## config.mk

```make
export PLATFORM = sky130hd
export DESIGN_NAME = pipe_hazard_ctrl_flat
export DESIGN_NICKNAME = d
export VERILOG_FILES = /design/src/rtl/pipe_hazard_ctrl_pkg.sv /design/src/rtl/pipe_hazard_ctrl_if.sv /design/src/rtl/pipe_hazard_ctrl_fwd.sv /design/src/rtl/pipe_hazard_ctrl.sv /design/src/flat_wrapper.sv
export SDC_FILE = /design/constraint.sdc
export NUM_CORES = 1
export LEC_CHECK = 0
export CAP_MARGIN = 20
export CORE_MARGIN = 3
export CORE_UTILIZATION = 50
export CTS_CLUSTER_DIAMETER = 80
export DETAILED_ROUTE_END_ITERATION = 6
export HOLD_SLACK_MARGIN = 0.08
export PLACE_DENSITY = 0.86
export SLEW_MARGIN = 20
export SYNTH_ARGS = -nofsm -noshare
export SYNTH_HDL_FRONTEND = slang
export SYNTH_SLANG_ARGS = --single-unit
```

## constraint.sdc

```tcl
create_clock -name clock -period 2.45 [get_ports clock]
set_clock_uncertainty 0.1 [all_clocks]
set_input_delay 0.49 -clock clock [delete_from_list [all_inputs] [get_ports clock]]
set_output_delay 0.49 -clock clock [all_outputs]
set_load 0.005 [all_outputs]
```

## src/rtl/pipe_hazard_ctrl_pkg.sv

```systemverilog
// pipe_ctrl_pkg: shared types and constants for the pipeline hazard controller.
//   fwd_sel_e : operand source select driven onto fwda/fwdb
//   state_e   : front-end control FSM states
//   shadow_t  : register-write summary of the instruction held in EX or MEM
package pipe_ctrl_pkg;

  // EX-stage occupancy of a multiply/divide; legal range 2..4 so the wait
  // counter fits in two bits.
  localparam int MDU_LAT_DEFAULT = 4;

  typedef enum logic [1:0] {
    FWD_REG  = 2'b00,  // register file read
    FWD_EXE  = 2'b01,  // EX-stage ALU result
    FWD_MEM  = 2'b10,  // MEM-stage ALU result
    FWD_LOAD = 2'b11   // MEM-stage load data
  } fwd_sel_e;

  typedef enum logic {
    RUN      = 1'b0,
    MDU_WAIT = 1'b1
  } state_e;

  typedef struct packed {
    logic       wreg;   // writes a GPR
    logic       m2reg;  // is a load
    logic [4:0] rn;     // destination register
  } shadow_t;

endpackage

```

## src/rtl/pipe_hazard_ctrl_if.sv

```systemverilog
// pipe_hazard_ctrl_if: bundle between the pipeline datapath and the hazard
// controller.
//   ID-stage info  : drs, drt, duse_rs, duse_rt, dwreg, dm2reg, drn, dmdu, dtaken
//   Stage control  : wpcir, dbubble, dflush
//   Forward select : fwda, fwdb
//   Perf counters  : stall_cnt, flush_cnt
// slave modport is the controller side, master the datapath side.
interface pipe_hazard_ctrl_if;
  logic [4:0]  drs;
  logic [4:0]  drt;
  logic        duse_rs;
  logic        duse_rt;
  logic        dwreg;
  logic        dm2reg;
  logic [4:0]  drn;
  logic        dmdu;
  logic        dtaken;
  logic        wpcir;
  logic        dbubble;
  logic        dflush;
  logic [1:0]  fwda;
  logic [1:0]  fwdb;
  logic [15:0] stall_cnt;
  logic [15:0] flush_cnt;

  modport slave (
    input  drs, drt, duse_rs, duse_rt, dwreg, dm2reg, drn, dmdu, dtaken,
    output wpcir, dbubble, dflush, fwda, fwdb, stall_cnt, flush_cnt
  );

  modport master (
    output drs, drt, duse_rs, duse_rt, dwreg, dm2reg, drn, dmdu, dtaken,
    input  wpcir, dbubble, dflush, fwda, fwdb, stall_cnt, flush_cnt
  );
endinterface

```

## src/rtl/pipe_hazard_ctrl_fwd.sv

```systemverilog
// pipe_fwd_unit: combinational forwarding compare for one source operand.
//   src  : ID-stage source register number
//   e_sh : EX-stage shadow, m_sh : MEM-stage shadow
//   sel  : operand select (EX ALU beats MEM; a load still in EX is never
//          forwarded, the load-use stall covers it)
module pipe_fwd_unit
  import pipe_ctrl_pkg::*;
(
  input  logic [4:0] src,
  input  shadow_t    e_sh,
  input  shadow_t    m_sh,
  output fwd_sel_e   sel
);

  always_comb begin
    sel = FWD_REG;
    if (e_sh.wreg && !e_sh.m2reg && (e_sh.rn != 5'd0) && (e_sh.rn == src)) begin
      sel = FWD_EXE;
    end else if (m_sh.wreg && (m_sh.rn != 5'd0) && (m_sh.rn == src)) begin
      sel = m_sh.m2reg ? FWD_LOAD : FWD_MEM;
    end
  end

endmodule

```

## src/rtl/pipe_hazard_ctrl.sv

```systemverilog
// pipe_hazard_ctrl: front-end hazard controller for a 5-stage pipeline.
//   clock, reset : rising-edge clock, synchronous active-high reset
//   hif (slave)  : ID-stage instruction info in; wpcir/dbubble/dflush stage
//                  control, fwda/fwdb operand selects and saturating
//                  stall/flush counters out
// Parameter MDU_LAT (2..4): EX occupancy of a multiply/divide; the front end
// stalls MDU_LAT-1 cycles after the MDU instruction enters EX.
module pipe_hazard_ctrl
  import pipe_ctrl_pkg::*;
#(
  parameter int MDU_LAT = MDU_LAT_DEFAULT
) (
  input  logic clock,
  input  logic reset,
  pipe_hazard_ctrl_if.slave hif
);

  localparam logic [1:0] CNT_LOAD = 2'(MDU_LAT - 2);

  state_e      state_reg, state_next;
  logic [1:0]  cnt_reg, cnt_next;
  shadow_t     e_reg, m_reg;
  logic [15:0] stall_cnt_reg, flush_cnt_reg;
  logic        load_use;
  logic        wpcir, dbubble, dflush;

  // A load in EX whose target is read by the ID instruction; r0 never stalls.
  assign load_use = e_reg.m2reg && (e_reg.rn != 5'd0) &&
                    ((hif.duse_rs && (hif.drs == e_reg.rn)) ||
                     (hif.duse_rt && (hif.drt == e_reg.rn)));

  // State register, shadows and counters.
  always_ff @(posedge clock) begin
    if (reset) begin
      state_reg     <= RUN;
      cnt_reg       <= 2'd0;
      e_reg         <= '0;
      m_reg         <= '0;
      stall_cnt_reg <= 16'd0;
      flush_cnt_reg <= 16'd0;
    end else begin
      state_reg <= state_next;
      cnt_reg   <= cnt_next;
      m_reg     <= e_reg;
      e_reg     <= dbubble ? shadow_t'('0) : shadow_t'({hif.dwreg, hif.dm2reg, hif.drn});
      if (!wpcir && (stall_cnt_reg != 16'hFFFF)) begin
        stall_cnt_reg <= stall_cnt_reg + 16'd1;
      end
      if (dflush && (flush_cnt_reg != 16'hFFFF)) begin
        flush_cnt_reg <= flush_cnt_reg + 16'd1;
      end
    end
  end

  // Next state. The MDU instruction itself advances into EX in RUN; the
  // wait then lasts CNT_LOAD+1 = MDU_LAT-1 cycles.
  always_comb begin
    state_next = state_reg;
    cnt_next   = cnt_reg;
    case (state_reg)
      RUN: begin
        if (hif.dmdu && !load_use) begin
          state_next = MDU_WAIT;
          cnt_next   = CNT_LOAD;
        end
      end
      MDU_WAIT: begin
        if (cnt_reg == 2'd0) begin
          state_next = RUN;
        end else begin
          cnt_next = cnt_reg - 2'd1;
        end
      end
      default: begin
        state_next = RUN;
        cnt_next   = 2'd0;
      end
    endcase
  end

  // Stage control. Reset forces the idle pattern regardless of stale state;
  // any stall suppresses the flush so the branch re-evaluates on re-present.
  always_comb begin
    wpcir   = 1'b1;
    dbubble = 1'b0;
    dflush  = 1'b0;
    if (!reset) begin
      case (state_reg)
        RUN: begin
          if (load_use) begin
            wpcir   = 1'b0;
            dbubble = 1'b1;
          end else begin
            dflush = hif.dtaken;
          end
        end
        MDU_WAIT: begin
          wpcir   = 1'b0;
          dbubble = 1'b1;
        end
        default: begin
          wpcir = 1'b1;
        end
      endcase
    end
  end

  assign hif.wpcir     = wpcir;
  assign hif.dbubble   = dbubble;
  assign hif.dflush    = dflush;
  assign hif.stall_cnt = stall_cnt_reg;
  assign hif.flush_cnt = flush_cnt_reg;

  // One forwarding compare per source operand: index 0 = rs, 1 = rt.
  logic [4:0] fwd_src [2];
  fwd_sel_e   fwd_sel [2];

  assign fwd_src[0] = hif.drs;
  assign fwd_src[1] = hif.drt;

  genvar gi;
  generate
    for (gi = 0; gi < 2; gi++) begin : g_fwd
      pipe_fwd_unit u_fwd (
        .src  (fwd_src[gi]),
        .e_sh (e_reg),
        .m_sh (m_reg),
        .sel  (fwd_sel[gi])
      );
    end
  endgenerate

  assign hif.fwda = reset ? FWD_REG : fwd_sel[0];
  assign hif.fwdb = reset ? FWD_REG : fwd_sel[1];

endmodule

```

## src/flat_wrapper.sv

```systemverilog
// flat-port wrapper written by rule: the top's interface ports become plain ports
module pipe_hazard_ctrl_flat import pipe_ctrl_pkg::*;
#(
  parameter int MDU_LAT = MDU_LAT_DEFAULT
)
  (clock, reset, hif_drs, hif_drt, hif_duse_rs, hif_duse_rt, hif_dwreg, hif_dm2reg, hif_drn, hif_dmdu, hif_dtaken, hif_wpcir, hif_dbubble, hif_dflush, hif_fwda, hif_fwdb, hif_stall_cnt, hif_flush_cnt);
  pipe_hazard_ctrl_if hif_i ();
  input  logic clock;
  input  logic reset;
  input wire logic [$bits(hif_i.drs)-1:0] hif_drs;
  input wire logic [$bits(hif_i.drt)-1:0] hif_drt;
  input wire logic [$bits(hif_i.duse_rs)-1:0] hif_duse_rs;
  input wire logic [$bits(hif_i.duse_rt)-1:0] hif_duse_rt;
  input wire logic [$bits(hif_i.dwreg)-1:0] hif_dwreg;
  input wire logic [$bits(hif_i.dm2reg)-1:0] hif_dm2reg;
  input wire logic [$bits(hif_i.drn)-1:0] hif_drn;
  input wire logic [$bits(hif_i.dmdu)-1:0] hif_dmdu;
  input wire logic [$bits(hif_i.dtaken)-1:0] hif_dtaken;
  output wire logic [$bits(hif_i.wpcir)-1:0] hif_wpcir;
  output wire logic [$bits(hif_i.dbubble)-1:0] hif_dbubble;
  output wire logic [$bits(hif_i.dflush)-1:0] hif_dflush;
  output wire logic [$bits(hif_i.fwda)-1:0] hif_fwda;
  output wire logic [$bits(hif_i.fwdb)-1:0] hif_fwdb;
  output wire logic [$bits(hif_i.stall_cnt)-1:0] hif_stall_cnt;
  output wire logic [$bits(hif_i.flush_cnt)-1:0] hif_flush_cnt;
  assign hif_i.drs = hif_drs;
  assign hif_i.drt = hif_drt;
  assign hif_i.duse_rs = hif_duse_rs;
  assign hif_i.duse_rt = hif_duse_rt;
  assign hif_i.dwreg = hif_dwreg;
  assign hif_i.dm2reg = hif_dm2reg;
  assign hif_i.drn = hif_drn;
  assign hif_i.dmdu = hif_dmdu;
  assign hif_i.dtaken = hif_dtaken;
  assign hif_wpcir = hif_i.wpcir;
  assign hif_dbubble = hif_i.dbubble;
  assign hif_dflush = hif_i.dflush;
  assign hif_fwda = hif_i.fwda;
  assign hif_fwdb = hif_i.fwdb;
  assign hif_stall_cnt = hif_i.stall_cnt;
  assign hif_flush_cnt = hif_i.flush_cnt;
  pipe_hazard_ctrl #(.MDU_LAT(MDU_LAT)) u_core (.clock(clock), .reset(reset), .hif(hif_i));
endmodule
```

==> results.txt <==
----------------------------------------------------
[STA]
  Setup WS post-layout ... -81.43 ps
  Clock period minus worst slack ... 2531 ps
  Final period util ... 1.033
  F_max ... 395.0 MHz
  Max-slew violation count ... 0
  Actual slew at the worst max-slew pin ... 626.3 ps
  Hold Violations, Final ... 0
  Worst hold slack after final layout ... 374.5 ps
  Total setup violations reported at the end of the flow ... 5
  RSZ-0062 raised after global routing ... true
  Worst slew slack as a fraction of its limit ... 0.5820

[Placement]
  Final GP Congestion ... 0.8828
  Number of buffers inserted by port buffering ... 61
  Placed Cells ... 468
  Placed wire-length estimate ... 5.318 mm
  Area after DPL ... 0.003572 sq mm
  Post-place setup slack ... -513.9 ps

[Drt]
  Total wirelength of the detailed-routed design ... 8.601 mm
  Via count ... 2936
  Residual antenna-violating net count after detailed routing ... 0
  Detailed Routing Iterations Pass 1 ... 6
  Vias per cell ... 5.980
  Drt drc ... 0
  DR iter-0 viols ... 282
  Average wire length per cell after detail routing ... 17.52 microns

[Synth]
  Async set or reset register ratio after synthesis ... 0
  Post-synthesis simple-gate area fraction ... 0.2882
  Post-Synth XOR/XNOR Area ... 0.06812
  Avg Synthesized Cell Area ... 8.464 sq um
  Post-synthesis compound-gate area fraction ... 0.1525
  Number of instances in the synthesized netlist ... 319
  Synth top area cells ... sky130_fd_sc_hd__dfxtp_1 (36%), sky130_fd_sc_hd__mux2_2 (5.4%), sky130_fd_sc_hd__xnor2_1 (4.9%)
  Post-synthesis mux area share ... 0.05792
  Top cell type's share of synthesized area ... 0.3633
  Post-Syn Nets ... 345
  Largest area contributor in the synthesized netlist ... sky130_fd_sc_hd__dfxtp_1
  Combinational family with the most area after synthesis ... simple AND/OR/NAND/NOR gates
  Netlist Area Pre-Place ... 0.002700 sq mm
  Post-synthesis sequential area ratio ... 0.3633
  Top FF cell, synth ... sky130_fd_sc_hd__dfxtp_1
  Post-Synth Adder-Cell Area ... 0.01390
  Number of synthesis warnings ... 0
  Number of distinct library cell variants in the gate-level netlist after synthesis ... 47
  Synthesized flop and latch total ... 49
  EDFF count, synth ... 0

[Setup path]
  Required time reported for the critical path endpoint ... 1860 ps
  Crit path DAT ... 1940 ps
  Sequence of cells on the critical path ... or4_4, nor2_4, nor2b_2, o21a_2, buf_6, o21ai_4, inv_1, buf_2
  Maximum fanout count along the critical path ... 3
  Launching element of the worst setup path ... u_core.e_reg[4]
  Critical register-to-register path endpoint ... u_core.hif.stall_cnt[11]
  CP Buf/Inv Count ... 3
  Timing endpoint of the critical path ... hif_dbubble
  Delay of the slowest critical-path stage ... 540 ps
  FF-to-FF setup slack ... 100 ps
  Reg-to-reg critical path startpoint ... u_core.e_reg[1]
  Kind of start point of the critical path ... register
  Crit Path Class ... register to output pin
  WP depth ... 8
  Cell depth of the worst flop-to-flop path ... 10
  Crit-path leading delay family ... simple AND/OR/NAND/NOR gates
  Sort of element at the end of the critical path ... output pin
  Cell with the largest stage delay on the worst path ... sky130_fd_sc_hd__or4_4

[Power and ir drop]
  Total power consumption of the routed design ... 1824 uW
  Switching power summed over all nets ... 445.3 uW
  Power share of the combinational group ... 0.158
  Portion of total power attributed to the clock network ... 0.381
  Switching share of power ... 0.2441
  Part of the total power dissipated in sequential elements ... 0.462
  Worst VDD drop ... 0.3363 mV
  Cell internal power dissipation ... 1379 uW
  Static power due to leakage ... 0.001495 uW
  Power density relative to cell area ... 464.1 mW/mm^2

[Final layout]
  Antenna fix cells ... 0
  Post-route cell area ... 0.003931 sq mm
  Area growth, synth to finish ... 45.60%
  Fraction of final layout cells with drive strength greater than 1 ... 0.2637
  Final Net Count ... 446
  Final cell count without fillers ... 491

[Clock tree]
  Maximum count of clock buffers along a single path ... 2
  Insertion delay of the later-clocked pin in the worst-skew pair ... 310 ps
  Clock tree from TritonCTS ... yes
  Clock Pin Slew Worst Setup and Hold Paths ... 100 ps
  Number of clock sinks seen by CTS ... 49
  Number of H-tree branching levels ... 2
  Cell chosen for the clock root ... sky130_fd_sc_hd__clkbuf_8
  Post-CTS Hold Fix Bufs ... 0
  Number of buffers created by CTS ... 5

[Global routing]
  Remaining Overflow, GRT ... 0
  First-pass GRT wire length ... 13.23 mm
  Via count of the first global-routing pass ... 2711
  Largest net degree at the start of global routing ... 32
  Global-route usage over all layers ... 0.2615
  Initial antenna violation count ... 0

[Die]
  Total die area ... 0.006318 sq mm
  IO Count ... 62
  Chip Width ... 79.49 microns
  Die Y-Extent ... 79.49 microns
  Initial Util ... 0.5220
  Placeable core region ... 0.005172 sq mm
  Number of core rows ... 26

[Outcome]
  Failing checks ... negative setup slack
  Run status ... finished, violations left

[Job]
  # Max-Cap Violations ... 0

[Min path]
  Class of the tightest hold or removal check ... register to register

----------------------------------------------------
Yosys cell counts, types with 2 or more instances:
master,number
sky130_fd_sc_hd__or3_1,4
sky130_fd_sc_hd__o21ai_0,6
sky130_fd_sc_hd__a31o_2,4
sky130_fd_sc_hd__and4_1,3
sky130_fd_sc_hd__buf_6,2
sky130_fd_sc_hd__dfxtp_1,49
sky130_fd_sc_hd__ha_1,3
sky130_fd_sc_hd__o41ai_1,5
sky130_fd_sc_hd__nor2_1,26
sky130_fd_sc_hd__nand4_1,15
sky130_fd_sc_hd__nand2_1,15
sky130_fd_sc_hd__inv_1,16
sky130_fd_sc_hd__mux2_2,13
sky130_fd_sc_hd__nor2b_1,20
sky130_fd_sc_hd__xor2_1,6
sky130_fd_sc_hd__or4_1,4
sky130_fd_sc_hd__buf_4,2
sky130_fd_sc_hd__or4b_1,4
sky130_fd_sc_hd__o31ai_1,4
sky130_fd_sc_hd__nor4_1,5
sky130_fd_sc_hd__a2111oi_0,4
sky130_fd_sc_hd__nand3_1,16
sky130_fd_sc_hd__a41oi_1,2
sky130_fd_sc_hd__a211oi_1,6
sky130_fd_sc_hd__and3_1,7
sky130_fd_sc_hd__nor3_1,3
sky130_fd_sc_hd__a21oi_1,21
sky130_fd_sc_hd__clkbuf_1,13
sky130_fd_sc_hd__and2_1,9
sky130_fd_sc_hd__xnor2_1,15
worst register-to-register path, delay by kind of cell, from the launching register on:
| family | cells | cell delay (ps) |
|---|---|---|
| buf+inv | 4 | 580 |
| flops | 1 | 330 |
| xor+xnor | 1 | 170 |
| simple gates | 2 | 300 |
| mux | 1 | 380 |
| compound gates | 2 | 380 |
timing repair:
action                                  in CTS  in global routing
gates resized for setup                     49                 24
setup buffers                               13                  2
pin swaps                                   19                  5
endpoints found under the setup margin      13                 26
area by class of cell:
class | instances | area (sq um)
clock buffer | 5 | 68.82
clock inverter | 3 | 65.06
fill | 336 | 1241
inverter | 16 | 60.06
multi-input combinational | 236 | 1700
sequential | 49 | 983.4
tap | 70 | 87.58
timing repair buffer | 112 | 965.9
per-stage QoR:
step / utilization / TNS [ps]
detailed placement: 0.6906 / -6657
CTS: 0.7412 / -460.8
finish: 0.7600 / -210.9
global route: 0.7600 / -689.8
global placement: 0.6906 / -4766
floorplan: - / 0
power by group through the flow:
stage	logic [uW]	registers [uW]	clock network, uW
global route	310	846	725
detailed placement	236	857	0
floorplan	118	853	0
CTS	270	840	688
finish	288	843	694
global placement	230	855	0
layer usage:
metal | track usage | part of all wire
met5 | 0 | 0
met1 | 0.3331 | 0.39
met3 | 0.04402 | 0.072
met2 | 0.4482 | 0.50
met4 | 0.08247 | 0.034
how the worst min path moves through the flow:
stage / from / endpoint / slack [ps] / cells past startpoint
2_1_floorplan: u_core.e_reg[6] / u_core.m_reg[6] / 330 / 1
3_3_place_gp: u_core.cnt_reg[0] / u_core.cnt_reg[0] / 340 / 1
3_5_place_dp: u_core.e_reg[6] / u_core.m_reg[6] / 350 / 1
4_1_cts: u_core.cnt_reg[0] / u_core.cnt_reg[0] / 370 / 1
6_report: u_core.cnt_reg[0] / u_core.cnt_reg[0] / 370 / 1
5_1_grt: u_core.cnt_reg[0] / u_core.cnt_reg[0] / 390 / 1
cell families after synthesis:
logic type,after synthesis
AND/OR/NAND/NOR,138
AO/OA/AOI/OAI,60
flip-flops,49
buffers and inverters,34
XOR/XNOR,21
multiplexers,14
adder cells (fa/ha/maj),3
placed cells by master, fill, tap and decap left out, types with 14 or more instances in the layout:
master / Yosys / final
sky130_fd_sc_hd__clkdlybuf4s50_1: 0 / 43
sky130_fd_sc_hd__nand3_1: 16 / 16
sky130_fd_sc_hd__buf_4: 2 / 48
sky130_fd_sc_hd__dfxtp_1: 49 / 47
sky130_fd_sc_hd__inv_1: 16 / 16
sky130_fd_sc_hd__nor2b_1: 20 / 19
sky130_fd_sc_hd__a21oi_1: 21 / 19
sky130_fd_sc_hd__xnor2_1: 15 / 14
sky130_fd_sc_hd__nand2_1: 15 / 15
sky130_fd_sc_hd__nor2_1: 26 / 22
sky130_fd_sc_hd__nand4_1: 15 / 15
No activity file was read; power rests on OpenSTA's default activity.
